[src/rtl/cordic_quad_restore.sv]
// cordic_quad_restore: restores the quadrant of CORDIC sin/cos results using a tag FIFO fed by the angle-reduction stage.
//   clk, rst            : clock, synchronous active-high reset
//   tag_valid, tag_in   : quadrant tag push (00 Q1, 01 Q2, 10 Q4, 11 Q3)
//   res_valid, cos_in,  : CORDIC result strobe and signed Q2.29 results; each result pops one tag
//   sin_in
//   cos_out, sin_out,   : corrected Q2.29 results, tag used, and one-cycle qualifying strobe
//   quad_out, out_valid
//   tag_count           : tag FIFO occupancy
//   ovf_err, unf_err    : sticky overflow / underflow flags
//   CORDIC_GAIN_COMP_EN : when defined, scales results by 1/K with one extra register stage
module cordic_quad_restore #(
  parameter int TAG_DEPTH = 16
) (
  input  logic                        clk,
  input  logic                        rst,
  input  logic                        tag_valid,
  input  logic [1:0]                  tag_in,
  input  logic                        res_valid,
  input  logic [31:0]                 cos_in,
  input  logic [31:0]                 sin_in,
  output logic [31:0]                 cos_out,
  output logic [31:0]                 sin_out,
  output logic                        out_valid,
  output logic [1:0]                  quad_out,
  output logic [$clog2(TAG_DEPTH):0]  tag_count,
  output logic                        ovf_err,
  output logic                        unf_err
);
  localparam int AW = $clog2(TAG_DEPTH);
  localparam int CW = AW + 1;
  localparam logic [CW-1:0] FULL = CW'(TAG_DEPTH);
  logic [1:0] mem_q [TAG_DEPTH];
  logic [AW-1:0] wr_q, rd_q;
  logic [CW-1:0] cnt_q, cnt_d;
  logic empty, full, do_push, do_pop, ovf_q, unf_q, v1_q;
  logic [1:0] tag_d, q1_q;
  logic [31:0] c1_d, s1_d, c1_q, s1_q;
  function automatic logic [31:0] neg_sat(input logic [31:0] x);
    return x == 32'h8000_0000 ? 32'h7FFF_FFFF : -x;
  endfunction
  // An empty FIFO with a coinciding push bypasses storage; with no push the result passes uncorrected.
  always_comb begin
    empty   = cnt_q == '0;
    full    = cnt_q == FULL;
    do_pop  = res_valid & ~empty;
    do_push = tag_valid & ~(empty & res_valid) & ~(full & ~res_valid);
    tag_d   = ~empty ? mem_q[rd_q] : tag_valid ? tag_in : 2'b00;
    cnt_d   = cnt_q + CW'(do_push) - CW'(do_pop);
    c1_d    = tag_d[0] ? neg_sat(cos_in) : cos_in;
    s1_d    = tag_d[1] ? neg_sat(sin_in) : sin_in;
  end
  always_ff @(posedge clk) begin
    if (rst) begin
      wr_q  <= '0;
      rd_q  <= '0;
      cnt_q <= '0;
      ovf_q <= 1'b0;
      unf_q <= 1'b0;
      v1_q  <= 1'b0;
      c1_q  <= '0;
      s1_q  <= '0;
      q1_q  <= '0;
    end else begin
      if (do_push) begin
        mem_q[wr_q] <= tag_in;
        wr_q        <= wr_q + 1'b1;
      end
      if (do_pop) rd_q <= rd_q + 1'b1;
      cnt_q <= cnt_d;
      ovf_q <= ovf_q | (full & tag_valid & ~res_valid);
      unf_q <= unf_q | (empty & res_valid & ~tag_valid);
      v1_q  <= res_valid;
      if (res_valid) begin
        c1_q <= c1_d;
        s1_q <= s1_d;
        q1_q <= tag_d;
      end
    end
  end
`ifdef CORDIC_GAIN_COMP_EN
  logic v2_q;
  logic [1:0] q2_q;
  logic [31:0] c2_q, s2_q;
  // Round-to-nearest multiply by 1/K in Q2.29, saturated back to 32 bits.
  function automatic logic [31:0] gain(input logic [31:0] x);
    logic signed [63:0] p;
    p = ($signed({{32{x[31]}}, x}) * 64'sd326016438 + 64'sd268435456) >>> 29;
    return p > 64'sd2147483647 ? 32'h7FFF_FFFF : p < -64'sd2147483648 ? 32'h8000_0000 : p[31:0];
  endfunction
  always_ff @(posedge clk) begin
    if (rst) begin
      v2_q <= 1'b0;
      c2_q <= '0;
      s2_q <= '0;
      q2_q <= '0;
    end else begin
      v2_q <= v1_q;
      if (v1_q) begin
        c2_q <= gain(c1_q);
        s2_q <= gain(s1_q);
        q2_q <= q1_q;
      end
    end
  end
  assign cos_out   = c2_q;
  assign sin_out   = s2_q;
  assign quad_out  = q2_q;
  assign out_valid = v2_q;
`else
  assign cos_out   = c1_q;
  assign sin_out   = s1_q;
  assign quad_out  = q1_q;
  assign out_valid = v1_q;
`endif
  assign tag_count = cnt_q;
  assign ovf_err   = ovf_q;
  assign unf_err   = unf_q;
endmodule

[config.mk]
export PLATFORM = sky130hd
export DESIGN_NAME = cordic_quad_restore
export DESIGN_NICKNAME = d
export VERILOG_FILES = /design/src/rtl/cordic_quad_restore.sv
export SDC_FILE = /design/constraint.sdc
export NUM_CORES = 1
export LEC_CHECK = 0
export CELL_PAD_IN_SITES_DETAIL_PLACEMENT = 1
export CELL_PAD_IN_SITES_GLOBAL_PLACEMENT = 1
export CORE_ASPECT_RATIO = 1.1
export CORE_MARGIN = 2
export CORE_UTILIZATION = 34
export CTS_BUF_LIST = sky130_fd_sc_hd__clkbuf_16
export CTS_CLUSTER_DIAMETER = 150
export DETAILED_ROUTE_END_ITERATION = 7
export PLACE_DENSITY = 0.85
export SLEW_MARGIN = 20
export SYNTH_ARGS = -nofsm -noshare
export SYNTH_HDL_FRONTEND = slang
export SYNTH_SLANG_ARGS = --single-unit
[constraint.sdc]
create_clock -name clk -period 3.2 [get_ports clk]
set_clock_uncertainty 0.1 [all_clocks]
set_input_delay 0.8 -clock clk [delete_from_list [all_inputs] [get_ports clk]]
set_output_delay 0.8 -clock clk [all_outputs]
set_load 0.02 [all_outputs]
# [Word-level counts from Yosys, hierarchy flattened]
# Memory sizes are Yosys's and may differ from the RTL's. A register that Yosys moved wholly into a read port is not among the register bits.
# Cells that the tools add are included.
[totals] output_inout_bits=74 elab_cells=46 input_bits=70 mem_bits_rw=32 mem_count=1 register_bits=82
[memory_table] name="mem_q" depth=16 width=2 rd=1 rd_clocked_by_memory_dff=1 write_ports=1 line="32" source="logic [1:0] mem_q [TAG_DEPTH];"
[op_classes] reduce_logical=1 n_eq_ne=3 n_addsub=6 bitwise=15 mux=11
[ops] operator="$mux 32" count=4
[ops] operator="$eq 32x32->1 const B" count=2
[ops] operator="$neg 32->32" count=2
[ops] operator="$add 4x1->4 const B" count=2
[ops] operator="$and 1x1->1" count=8
[ops] operator="$mux 4" count=2
[ops] operator="$add 5x1->5" count=1
[ops] operator="$eq 5x5->1 const B" count=1
[ops] operator="$logic_not 5->1" count=1
[ops] operator="$not 1->1" count=5
[ops] operator="$sub 5x1->5" count=1
[ops] operator="$mux 2" count=2
[ops] operator="$mux 1" count=3
[ops] operator="$or 1x1->1" count=2

# [Longest topological paths before layout]
# Gate-level depths: netlist of the first run.
[depth] depth_word=8 ltp_mapped=15

# [Worst setup path before layout of the first run]
# Ideal clock, no wire load.
[synth_path] kind="input -> register" start="input port res_valid" end="register cnt_q[4] (netlist: tag_count[4])" slack_ps=-227 t_required_ps=3029 path_stages=14 setup_ps=71 t_arrival_ps=3256 path_cell_list="clkbuf_1 > inv_1 > nand4_1 > and3_1 > clkbuf_1 > inv_1 > ha_1 > inv_1 > ha_1 > fa_1 > a21oi_1 > nor2_1 > or3_1 > a21oi_1"
[synth_via] elab_chain_len=6 elab_cells_between_ends=10 cone_classes="add/sub (2); bitwise (8)"
[synth_rtl] element="start, declared" line="18" source="input logic res_valid,"
[synth_rtl] element="$and 1x1->1 or $not 1->1 (tied branches)" line="46" source="do_push = tag_valid & ~(empty & res_valid) & ~(full & ~res_valid);"
[synth_rtl] element="$not 1->1 or $and 1x1->1 (tied branches)" line="46"
[synth_rtl] element="$and 1x1->1 or $not 1->1 (tied branches)" line="46"
[synth_rtl] element="$and 1x1->1" line="46"
[synth_rtl] element="$add 5x1->5" line="48" source="cnt_d = cnt_q + CW'(do_push) - CW'(do_pop);"
[synth_rtl] element="$sub 5x1->5 *" line="48"
[synth_rtl] element="end signal, assigned" line="69" source="cnt_q <= cnt_d;"
[synth_rtl] element="end, declared" line="34" source="logic [CW-1:0] cnt_q, cnt_d;"
# Every way passes the cells marked *; elsewhere a longest branch is shown, timed or not.
# A chain may end at the register's enable or synchronous reset.

# [Final worst setup path of the first run]
[layout_path] start="input port cos_in[7]" end="register c1_q[21] (netlist: cos_out[21])"
[layout_via] elab_chain_len=3 elab_cells_between_ends=4 cone_classes="add/sub (1); eq/ne (1); mux (2)"
[layout_rtl] element="start, declared" line="19" source="input logic [31:0] cos_in,"
[layout_rtl] element="$neg 32->32 or $eq 32x32->1 (tied branches)" line="39" source="return x == 32'h8000_0000 ? 32'h7FFF_FFFF : -x;"
[layout_rtl] element="$mux 32 *" line="39"
[layout_rtl] element="$mux 32 *" line="49" source="c1_d = tag_d[0] ? neg_sat(cos_in) : cos_in;"
[layout_rtl] element="end signal, assigned" line="60" source="c1_q <= '0;"
[layout_rtl] element="end signal, assigned" line="74" source="c1_q <= c1_d;"
[layout_rtl] element="end, declared" line="37" source="logic [31:0] c1_d, s1_d, c1_q, s1_q;"
# Marked as above.

==> impl_metrics.json, run 1 <==
{
  "status": "finished clean",
  "end_kind": "flip-flop",
  "swShare": 0.356,
  "drt_first_pass_iters": 5,
  "ys_ff_latch": 118,
  "report.final.slew_viol_count": 0,
  "crit_top_cell": "buf_4",
  "place_hpwl_um": 17700,
  "final_cells": 1211,
  "syn_to_final_growth_pct": 50.7,
  "worstMarginPinSlew_ns": 0.542,
  "initial_core_util": 0.343,
  "synth_top_area_cell": "dfxtp_1",
  "hold_path.startpoint": "cos_out[7]",
  "finalPower_mw": 6.79,
  "overflow": 0,
  "finalSetupViolCount": 0,
  "ys_types": 64,
  "worstPathCellList": "clkdlybuf4s50_1 -> or3_4 -> or3_1 -> buf_4 -> nor4_1 -> buf_4 -> o21ai_0 -> a311oi_1",
  "synth_warnings": 0,
  "period_share": 0.960,
  "p_switching_mw": 2.42,
  "yosysMostFrequentCell": "dfxtp_1",
  "p_seq_frac": 0.294,
  "final_util": 0.517,
  "hp-class": "flip-flop to flip-flop",
  "fin_nets": 1039,
  "ioPinCount": 144,
  "combPwrFrac": 0.417,
  "fin_area_sq_mm": 0.00943,
  "cts.sinks": 118,
  "cp_slowest_cell": "or3_1",
  "critPathMaxStageDelay_ns": 0.43,
  "cap_violations": 0,
  "die-height_um": 146,
  "worst-path-max-fanout": 8,
  "insertion_delay_ns": 0.42,
  "dieArea_sq_mm": 0.0195,
  "synth_area_leaders": "dfxtp_1 28%, edfxtp_1 15%, nand2_1 4.6%",
  "grt.total_usage": 0.250,
  "core_sq_mm": 0.0182,
  "vdd_ir_drop_max_v": 0.000462,
  "io_buffers": 143,
  "fmax_mhz": 325,
  "gp_congestion": 0.856,
  "cp-startpoint": "cos_in[7]",
  "rsz0062_at_grt": "false",
  "p_leak_nw": 3.54,
  "dp.cells": 1179,
  "synth_fp_nets": 791,
  "p_int_mw": 4.38,
  "route.vias.total": 6711,
  "cts_made_buffers": 17,
  "r2r_start": "tag_count[2]",
  "fin_crit_ns": 3.07,
  "drc": 0,
  "cts_tree": "done",
  "drtIter0Drc": 346,
  "h-tree-depth": 4,
  "cp_top_family": "simple AND/OR/NAND/NOR gates",
  "ys.flop_type": "dfxtp_1",
  "die-width_um": 133,
  "ys_top_cells_by_count": "86 x dfxtp_1, 77 x nand2_1, 73 x nor2_1",
  "crit_arrival_ns": 3.29,
  "cp_data_required_time_ns": 3.42,
  "synth_edf_count": 32,
  "antenna_cells": 0,
  "post_cts_buffers": 0,
  "viasPerCell": 5.54,
  "hold_viol_final": 0,
  "grt_pass1_wl_um": 38800,
  "grt_pass1_vias": 7220,
  "start_kind": "primary input",
  "wl_per_cell_um": 19.7,
  "ant_nets": 0,
  "fin_setup_tns_ns": 0,
  "grt_max_degree": 39,
  "pwr-share-clk": 0.289,
  "netlist.area_leader.share": 0.275,
  "root_buffer": "clkbuf_16",
  "netlist_area_sq_mm": 0.00625,
  "synthesis.instances": 707,
  "drive_gt1_frac": 0.193,
  "async_flop_share": 0,
  "clockBufferDepth": 2,
  "drt-total-wl_um": 23900,
  "grt_antenna_before_repair": 0,
  "max-slew-margin-rel": 0.635,
  "crit_type": "primary input to flip-flop",
  "cp_num_buf_inv": 3,
  "cts_hold_buf": 0,
  "dpl_cell_area_sq_mm": 0.00882,
  "syn_avg_cell_area_sq_um": 8.85,
  "num_rows": 52,
  "clk_pin_slew_ns": 0.06,
  "ys_seq_area_frac": 0.429,
  "power_density_mw_per_mm2": 720
}
routing by layer:
| metal | wire length [um] | part of all wire | track usage |
|---|---|---|---|
| met4 | 633 | 0.026 | 0.103 |
| met1 | 9950 | 0.42 | 0.298 |
| met5 | 0 | 0 | 0 |
| met2 | 12500 | 0.52 | 0.446 |
| met3 | 876 | 0.037 | 0.0399 |
metrics by stage:
| stage | worst slack, ns | hold slack, ns |
|---|---|---|
| 3_5_place_dp | -0.265 | 0.340 |
| 2_1_floorplan | 0.0168 | 0.385 |
| 6_report | 0.128 | 0.350 |
| 3_3_place_gp | -0.157 | 0.331 |
| 5_1_grt | 0.00808 | 0.372 |
| 4_1_cts | 0.101 | 0.355 |
layout by cell type, fill, tap and decap left out, types with 5 or more instances in the layout:
master	Yosys	layout
or4_1	6	6
nand2b_1	8	8
dfxtp_1	86	86
nor4_1	18	18
a311oi_1	6	6
nand4_1	12	12
nand2_1	77	77
a211oi_1	8	8
clkbuf_16	0	17
o211ai_1	9	9
nor3_1	28	27
o22ai_1	6	6
buf_4	0	127
clkdlybuf4s50_1	0	141
o21ai_0	50	49
a31oi_1	11	11
and3_1	6	5
mux4_2	9	9
nand3b_1	7	7
or3_1	11	11
a21oi_1	42	41
xor2_1	5	5
o31ai_1	13	13
inv_1	22	25
a32o_1	8	8
edfxtp_1	32	32
ha_1	13	13
nand3_1	19	19
nor2_1	73	72
a21o_1	11	11
kinds of logic (layout without fill, tap and decap cells):
group                      count (synthesis)  in the layout  share of synthesized area
DFF                                      118            118                      0.429
xor gates and xnor gates                   9              9                     0.0126
and+or+nand+nor                          282            282                      0.223
AOI/OAI and AO/OA                        206            206                      0.225
muxes                                     13             13                     0.0388
adders and majority gates                 14             14                     0.0292
buffers and inverters                     65            326                     0.0424
path summary, 6_finish.rpt:
kind             endpoint  slack, ns  cells after the start
min reg2reg    cos_out[7]       0.35                      2
max           cos_out[21]       0.13                      8
max reg2reg  tag_count[4]       0.20                     14
min            cos_out[7]       0.35                      2
flip-flops by register name, indices dropped and copies added (netlist names), named ones only:
signal     flops
out_valid      1
cos_out       32
ovf_err        1
sin_out       32
mem_q         32
quad_out       2
rd_q           4
tag_count      5
wr_q           4
unf_err        1
power groups by stage:
| stage | Combinational [mW] | Sequential [mW] | Clock [mW] |
|---|---|---|---|
| 4_1_cts | 2.82 | 1.99 | 1.99 |
| 3_3_place_gp | 2.67 | 2.01 | 0 |
| 6_report | 2.83 | 2.00 | 1.96 |
| 2_1_floorplan | 1.33 | 2.21 | 0 |
| 3_5_place_dp | 2.78 | 2.02 | 0 |
| 5_1_grt | 3.06 | 2.03 | 2.05 |
cell type report:
cell class                      instances  area, sq um
Fill cell                            2096         8790
Inverter                               22         82.6
Sequential cell                       118         2680
Tap cell                              243          304
Multi-Input combinational cell        524         3350
Clock inverter                         15          170
Timing Repair Buffer                  272         2410
Clock buffer                           17          425
repair_timing:
action	in CTS	in global routing
resized for setup	0	4
endpoints found under the hold margin	0	0
setup endpoints to repair	0	4
worst min-delay path, stage by stage, from the launching register on:
cell and delay [ns]:
dfxtp_1 0.31, nand2_1 0.05, nand2_1 0.04
Power figures use the tool's default switching activity.
==> inputs of run 2 (changes only) <==
CAP_MARGIN = 15   (was unset)
==> results of run 2 <==
No change in the layout: final DEF, timing and power equal those of run 1.
